File: config.mk
export PLATFORM = sky130hd
export DESIGN_NAME = pc_seq
export DESIGN_NICKNAME = d
export VERILOG_FILES = /design/src/rtl/pc_pkg.sv /design/src/rtl/pc_ras.sv /design/src/rtl/pc_seq.sv
export SDC_FILE = /design/constraint.sdc
export NUM_CORES = 1
export LEC_CHECK = 0
export CORE_ASPECT_RATIO = 0.8
export CORE_MARGIN = 5
export CORE_UTILIZATION = 55
export DETAILED_ROUTE_END_ITERATION = 16
export HOLD_SLACK_MARGIN = 0.15
export MAX_ROUTING_LAYER = met4
export PLACE_DENSITY = 0.85
export RECOVER_POWER = 100
export SKIP_LAST_GASP = 1
export SLEW_MARGIN = 20
export SYNTH_ARGS = -nofsm -noshare
export SYNTH_HDL_FRONTEND = slang
export SYNTH_HIERARCHICAL = 1
export SYNTH_SLANG_ARGS = --single-unit
File: constraint.sdc
create_clock -name clk -period 2.52 [get_ports clk]
set_input_delay 0.504 -clock clk [delete_from_list [all_inputs] [get_ports clk]]
set_output_delay 0.504 -clock clk [all_outputs]
set_load 0.02 [all_outputs]
File: src/rtl/pc_pkg.sv
// Program-counter operation encoding, shared between decode and the PC sequencer.
package pc_pkg;

  // Codes 5..7 are reserved; the sequencer treats them as PC_INC.
  typedef enum logic [2:0] {
    PC_INC    = 3'd0,
    PC_JUMP   = 3'd1,
    PC_BRANCH = 3'd2,
    PC_CALL   = 3'd3,
    PC_RET    = 3'd4
  } pc_op_e;

endpackage

File: src/rtl/pc_ras.sv
// Return-address stack for the PC sequencer.
// Ports:
//   clk, reset  rising-edge clock, asynchronous active-high reset (clears sp only)
//   push, pop   push din / pop the top entry (never both in one cycle)
//   din         return address to push
//   dout        current top entry (undefined while empty)
//   empty, full stack pointer at 0 / at STACK_DEPTH
module pc_ras #(
  parameter int unsigned WIDTH       = 8,
  parameter int unsigned STACK_DEPTH = 4
) (
  input  logic             clk,
  input  logic             reset,
  input  logic             push,
  input  logic             pop,
  input  logic [WIDTH-1:0] din,
  output logic [WIDTH-1:0] dout,
  output logic             empty,
  output logic             full
);

  localparam int unsigned SpW   = $clog2(STACK_DEPTH + 1);
  localparam int unsigned AddrW = (STACK_DEPTH > 1) ? $clog2(STACK_DEPTH) : 1;

  logic [SpW-1:0]   sp_q, sp_d;
  logic [AddrW-1:0] wr_idx, top_idx;
  logic             do_push, do_pop;
  logic [WIDTH-1:0] mem_q [2**AddrW];

  assign empty   = (sp_q == '0);
  assign full    = (sp_q == SpW'(STACK_DEPTH));
  // Guard locally as well so sp can never wrap even if a caller misbehaves.
  assign do_push = push && !full;
  assign do_pop  = pop && !empty;
  assign wr_idx  = AddrW'(sp_q);
  assign top_idx = AddrW'(sp_q - SpW'(1));
  assign dout    = mem_q[top_idx];

  always_comb begin
    sp_d = sp_q;
    if (do_push) begin
      sp_d = sp_q + SpW'(1);
    end else if (do_pop) begin
      sp_d = sp_q - SpW'(1);
    end
  end

  always_ff @(posedge clk or posedge reset) begin
    if (reset) begin
      sp_q <= '0;
    end else begin
      sp_q <= sp_d;
    end
  end

  // Entry storage is not reset; contents above sp are don't-care.
  always_ff @(posedge clk) begin
    if (do_push) begin
      mem_q[wr_idx] <= din;
    end
  end

endmodule

File: src/rtl/pc_seq.sv
// Parametrised program counter with stall, jump, relative branch and call/return.
// Ports:
//   clk, reset   rising-edge clock, asynchronous active-high reset
//   en           1 = apply op this cycle, 0 = hold all state
//   op           pc_op_e operation code (5..7 act as increment)
//   target       absolute destination for JUMP/CALL
//   offset       two's-complement displacement for BRANCH
//   PC           registered program counter (instruction-memory address)
//   stack_empty  return-address stack holds no entries
//   stack_full   return-address stack holds STACK_DEPTH entries
//   fault        one-cycle pulse after CALL on full or RET on empty
module pc_seq
  import pc_pkg::*;
#(
  parameter int unsigned      WIDTH       = 8,
  parameter int unsigned      STACK_DEPTH = 4,
  parameter logic [WIDTH-1:0] RESET_VEC   = '0
) (
  input  logic             clk,
  input  logic             reset,
  input  logic             en,
  input  logic [2:0]       op,
  input  logic [WIDTH-1:0] target,
  input  logic [WIDTH-1:0] offset,
  output logic [WIDTH-1:0] PC,
  output logic             stack_empty,
  output logic             stack_full,
  output logic             fault
);

  logic [WIDTH-1:0] pc_q, pc_d, pc_plus1, ras_top;
  logic             fault_q, fault_d;
  logic             push, pop, ras_empty, ras_full;

  assign pc_plus1 = pc_q + WIDTH'(1);

  always_comb begin
    pc_d    = pc_q;
    push    = 1'b0;
    pop     = 1'b0;
    fault_d = 1'b0;
    if (en) begin
      case (op)
        PC_JUMP:   pc_d = target;
        PC_BRANCH: pc_d = pc_q + offset;  // same width, so wraps modulo 2^WIDTH
        PC_CALL: begin
          if (ras_full) begin
            pc_d    = pc_plus1;
            fault_d = 1'b1;
          end else begin
            push = 1'b1;
            pc_d = target;
          end
        end
        PC_RET: begin
          if (ras_empty) begin
            pc_d    = pc_plus1;
            fault_d = 1'b1;
          end else begin
            pop  = 1'b1;
            pc_d = ras_top;
          end
        end
        default:   pc_d = pc_plus1;  // INC and reserved codes
      endcase
    end
  end

  always_ff @(posedge clk or posedge reset) begin
    if (reset) begin
      pc_q    <= RESET_VEC;
      fault_q <= 1'b0;
    end else begin
      pc_q    <= pc_d;
      fault_q <= fault_d;
    end
  end

  pc_ras #(
    .WIDTH      (WIDTH),
    .STACK_DEPTH(STACK_DEPTH)
  ) u_ras (
    .clk  (clk),
    .reset(reset),
    .push (push),
    .pop  (pop),
    .din  (pc_plus1),
    .dout (ras_top),
    .empty(ras_empty),
    .full (ras_full)
  );

  assign PC          = pc_q;
  assign stack_empty = ras_empty;
  assign stack_full  = ras_full;
  assign fault       = fault_q;

endmodule
==> results of run 1 <==
==> state kept, by name (all words and copies together), names as in the netlist <==
| signal | cells |
|---|---|
| u_ras/sp_q | 3 |
| fault | 1 |
| PC | 8 |
| u_ras/mem_q | 32 |
==> metrics by stage <==
stage / hold WS (ps) / util
final: 533 / 0.703
after CTS: 392 / 0.706
after global routing: 532 / 0.703
after detailed placement: 576 / 0.678
after floorplan: 258 / -
after global placement: 573 / 0.678
==> cells by family after synthesis <==
logic type | share of synthesized area
flip-flops | 0.520
AND/OR/NAND/NOR | 0.131
multiplexers | 0.0785
adder cells (fa/ha/maj) | 0.0805
AO/OA/AOI/OAI | 0.117
buffers and inverters | 0.0289
XOR/XNOR | 0.0434
==> layout by cell type (no fill, tap or decap), types with 3 or more instances in the layout <==
cell             count
a21o_1               3
a21oi_1              3
o21ai_0              3
clkbuf_8             5
dfrtp_1             12
a41oi_1              3
xnor2_1              8
edfxtp_1            32
buf_4               11
ha_1                14
dlygate4sd3_1       10
inv_1                9
nand3_1              8
clkdlybuf4s50_1     22
nor2_1              14
xor2_1               4
and2_1               5
a221oi_1             4
nand2_1             19
a22oi_1              6
mux4_2               8
==> worst max-delay path, cell delays in order, from the launching register on <==
cell and delay, ps:
dfrtp_1 430, inv_1 120, ha_1 190, ha_1 230, clkdlybuf4s50_1 630
==> final cells by class <==
type | count | area share
inverters | 9 | 0.0114
multi-input cells | 136 | 0.365
clock buffers | 5 | 0.0231
well taps | 57 | 0.0240
flip-flops and latches | 44 | 0.424
repair buffers | 44 | 0.137
clock inverters | 3 | 0.0160
==> where the power goes <==
| part | total, W | switching [W] | internal, W | leakage (nW) |
|---|---|---|---|---|
| sequential | 0.00108 | 0.000125 | 0.000959 | 0.430 |
| clock | 0.000551 | 0.000253 | 0.000299 | 0.0583 |
| combinational | 0.00137 | 0.000731 | 0.000639 | 0.628 |
==> repair_timing <==
| action | CTS | global route |
|---|---|---|
| gates resized for setup | 0 | 1 |
| setup buffers | 0 | 0 |
| endpoints found under the setup margin | 0 | 1 |
==> metal layers <==
layer  vias up  GRT usage
met5         -          -
met4         0     0.0321
met3         6     0.0606
met2        65      0.302
met1       841      0.269
li1        828          -
==> worst max-delay path by stage <==
stage                   from             to  slack, ps  depth (start not counted)
3_3_place_gp       offset[0]          PC[4]        -60                          9
4_1_cts        u_ras/sp_q[1]    stack_empty         90                          4
3_5_place_dp       offset[0]          PC[4]       -170                          9
2_1_floorplan  u_ras/sp_q[0]  u_ras/sp_q[1]        230                         10
5_1_grt        u_ras/sp_q[1]          PC[7]          3                          8
6_report       u_ras/sp_q[1]    stack_empty        120                          4
==> flow_summary.yaml, run 1 <==
outcome:
  status: "finished, final reports clean"
logic_synthesis:
  synth_top_area_cell: "edfxtp_1"
  synth-async-reset-ratio: 0.273
  synth_area_per_cell_sq_um: 12.4
  synth_edf_count: 32
  synth_seq_cells: 44
  synth_cell_types: 44
  ys.flop_type: "edfxtp_1"
  ys_seq_area_frac: 0.520
  synth_top_area_frac: 0.396
  syn_nets: 232
  syn_inst: 195
  synthTopCellsByArea: "edfxtp_1, dfrtp_1, mux4_2"
  yosys-top-cells-count: "edfxtp_1, nand2_1, ha_1, nor2_1, dfrtp_1"
  yosysMostFrequentCell: "edfxtp_1"
  yosysWarnings: 6
  syn_area_sq_mm: 0.00242
detailed_routing:
  viasPerCell: 5.84
  drt_iter0_markers: 87
  wirelength_um: 5380
  post_drt_wl_per_cell_um: 18.1
  met1Wirelength_um: 2510
  highest_layer: "met4"
  dr_wl_met3_um: 316
  ant_nets: 0
  dr.pass1.iters: 4
  wl_met2_um: 2510
  drc_errors: 0
  vias: 1740
sta:
  slew_viol_final: 0
  final.setup.tns_ps: 0
  maxSlewHeadroom: 0.642
  rsz0062_at_grt: "no"
  final.min_clock_period_ps: 2400
  setup_slack_ps: 122
  setup_viol: 0
  final_hold_viol_count: 0
  clock.fmax_mhz: 417
  fin_worst_skew_ps: 6.40
  period_share: 0.952
  worst_pin_slew_ps: 534
placement:
  dpl-instance-area_sq_mm: 0.00287
  gp_congestion: 0.814
  dp_hpwl_um: 4050
  port_buffers: 32
  dp_slack_ps: -171
  dpl.cell_count: 290
worst_setup_path:
  critPathLaunchType: "flop"
  path_class: "flop to output pin"
  cp_max_fo: 4
  r2r_cells: 8
  r2r-start: "u_ras/sp_q[1]"
  arrival_ps: 1890
  r2r-end: "PC[7]"
  end_kind: "output pin"
  worstPathRequired_ps: 2020
  r2r_setup_slack_ps: 170
layout:
  syn2layout_area_growth_pct: 22.7
  drive_gt1_frac: 0.137
  seq_area_sq_mm: 0.00126
  n_fill_cell: 301
  multi_input_area_sq_mm: 0.00108
  antenna_cells: 0
  design_area_sq_mm: 0.00297
  instances_no_fill: 298
  nNetsFinal: 277
grt:
  first_global_vias: 1708
  grt-ovfl-total: 0
  grt_pass1_wl_um: 8780
  grt_max_degree: 19
  grt_util_all_layers: 0.199
  antenna_found_initial: 0
floorplan:
  pin_count: 33
  dieArea_sq_mm: 0.00584
  core_area_sq_mm: 0.00423
  start_util: 0.573
  die-height_um: 69.4
  dieWidth_um: 84.2
  core.rowCount: 21
power_and_ir_drop:
  ir_drop_mv: 0.599
  power_density_mw_per_mm2: 1010
  power_w: 0.00301
  leakagePower_nw: 1.12
run:
  maxCapViolations: 0
clocking:
  numCtsBuffers: 5
  cts_max_level: 2
  cts-root-buf: "clkbuf_8"
  clk_path_buf_depth: 2
  clk_latency_ps: 300
  clock-sinks: 44
  postCtsHoldBufs: 0
  clk_pin_slew_ps: 80
  cts_tree: "done"
hold_path:
  hold_path_class: "input pin to async pin"
Note: power is estimated with default switching activity, not from simulation.
==> run 2, diff against run 1 <==
--- a/config.mk
+++ b/config.mk
@@ -13,6 +13,7 @@
 export MAX_ROUTING_LAYER = met4
 export PLACE_DENSITY = 0.85
 export RECOVER_POWER = 100
+export SKIP_CTS_REPAIR_TIMING = 1
 export SKIP_LAST_GASP = 1
 export SLEW_MARGIN = 20
 export SYNTH_ARGS = -nofsm -noshare
==> results of run 2 <==
The final DEF is identical to that of run 1; final timing and power are the same.
==> run 3, diff against run 2 <==
--- a/config.mk
+++ b/config.mk
@@ -7,11 +7,11 @@
 export LEC_CHECK = 0
 export CORE_ASPECT_RATIO = 0.8
 export CORE_MARGIN = 5
-export CORE_UTILIZATION = 55
+export CORE_UTILIZATION = 50
 export DETAILED_ROUTE_END_ITERATION = 16
 export HOLD_SLACK_MARGIN = 0.15
 export MAX_ROUTING_LAYER = met4
-export PLACE_DENSITY = 0.85
+export PLACE_DENSITY = 0.79
 export RECOVER_POWER = 100
 export SKIP_CTS_REPAIR_TIMING = 1
 export SKIP_LAST_GASP = 1
@@ -20,3 +20,4 @@
 export SYNTH_HDL_FRONTEND = slang
 export SYNTH_HIERARCHICAL = 1
 export SYNTH_SLANG_ARGS = --single-unit
+export TNS_END_PERCENT = 1
==> flow_summary.yaml, run 3 (same netlist as run 1, synthesis figures left out) <==
detailed_routing:
  dr.pass1.iters: 6
  drt_iter0_markers: 138
  drc_errors: 0
  post_drt_wl_per_cell_um: 17.5
  viasPerCell: 5.71
  vias: 1713
  wirelength_um: 5240
  ant_nets: 0
placement:
  port_buffers: 32
  gp_congestion: 0.854
  dp_hpwl_um: 3830
sta:
  final.setup.tns_ps: 0
  slew_viol_final: 0
  worst_pin_slew_ps: 458
  setup_viol: 0
  fin_worst_skew_ps: 7.91
  final_hold_viol_count: 0
  clock.fmax_mhz: 423
  period_share: 0.938
  final.min_clock_period_ps: 2360
  rsz0062_at_grt: "no"
  maxSlewHeadroom: 0.695
floorplan:
  start_util: 0.521
  die-height_um: 72.3
  dieWidth_um: 87.8
  pin_count: 33
  dieArea_sq_mm: 0.00635
  core.rowCount: 22
  core_area_sq_mm: 0.00465
layout:
  top_register: "u_ras/mem_q"
  most-common-layout-cells: "edfxtp_1, clkdlybuf4s50_1, nand2_1"
  syn2layout_area_growth_pct: 22.3
  nNetsFinal: 276
  largest_register_ffs: 32
  antenna_cells: 0
  utilization: 0.637
  drive_gt1_frac: 0.133
  n_fill_cell: 364
  final_common_cell: "edfxtp_1"
clocking:
  cts_max_level: 2
  clk_pin_slew_ps: 80
  numCtsBuffers: 5
  clk_latency_ps: 300
  clock-sinks: 44
  clk_path_buf_depth: 2
  cts_tree: "done"
  cts-root-buf: "clkbuf_8"
worst_setup_path:
  critPathMaxStageDelay_ps: 630
  critPathLaunchType: "flop"
  arrival_ps: 1860
  crit_path_start: "u_ras/sp_q[1]"
  path_cells: "inv_1 > ha_1 > and2_1 > clkdlybuf4s50_1"
  r2r_setup_slack_ps: 180
  cp.buffers_inverters: 2
  cp.depth: 4
  r2r-start: "u_ras/sp_q[1]"
  worstPathRequired_ps: 2020
  end_kind: "output pin"
  cp_max_fo: 4
  r2r_cells: 6
  path_class: "flop to output pin"
  cp-endpoint: "stack_full"
  slowest_stage: "clkdlybuf4s50_1"
  r2r-end: "u_ras/mem_q[1][3]"
  path_delay_family: "buffers and inverters"
grt:
  grt-ovfl-total: 0
  use_met2: 0.268
  grt-busiest-layer: "met1"
  antenna_found_initial: 0
  grtUsageMet3: 0.0420
  grt_max_degree: 19
  first_global_vias: 1690
  grt_pass1_wl_um: 8730
  grtUsageMet1: 0.275
  grt_util_all_layers: 0.187
power_and_ir_drop:
  power_density_mw_per_mm2: 1000
  power_w: 0.00297
  leakagePower_nw: 1.11
  ir_drop_mv: 0.572
outcome:
  status: "finished, final reports clean"
run:
  maxCapViolations: 0
hold_path:
  hold_path_class: "input pin to async pin"
[run 3: cell count changes in the layout (fill, tap and decap cells not counted), sizes merged]
cell           previous run  this run
clkbuf                    6         7
buf                      11        10
clkdlybuf4s50            22        21
[run 3: worst min path at each step]
stage	slack (ps)	end	depth (start not counted)
after detailed placement	590	PC[7]	1
after floorplan	260	u_ras/sp_q[0]	1
final	540	u_ras/sp_q[2]	2
after CTS	410	u_ras/sp_q[1]	2
after global routing	550	u_ras/sp_q[2]	2
after global placement	580	PC[7]	1
[run 3: power breakdown]
part	total (W)	internal, W	switching [W]
logic	0.00133	0.000613	0.000714
clock network	0.000555	0.000299	0.000256
registers	0.00109	0.000959	0.000130
[run 3: per-layer routing]
metal / wire (um) / share of wire / vias to the layer above
met2: 2380 / 0.45 / 53
met4: 24 / 0.0046 / 0
li1: - / - / 820
met1: 2490 / 0.48 / 838
met5: 0 / 0 / -
met3: 341 / 0.065 / 2
[run 3: stage by stage]
step	instances	hold slack (ps)	setup WS, ps	instance area (sq um)
6_report	300	536	156	2960
3_3_place_gp	292	584	-21.8	2870
2_1_floorplan	195	258	227	2420
4_1_cts	300	406	84.1	2980
5_1_grt	300	546	41.4	2960
3_5_place_dp	292	590	-39.3	2870
[run 3: layout make-up]
type | count | area [sq um] | share of cell area
well taps | 60 | 75.1 | 0.0253
clock inverters | 3 | 47.5 | 0.0160
multi-input cells | 136 | 1080 | 0.366
clock buffers | 5 | 68.8 | 0.0232
inverters | 9 | 33.8 | 0.0114
flip-flops and latches | 44 | 1260 | 0.425
repair buffers | 43 | 394 | 0.133
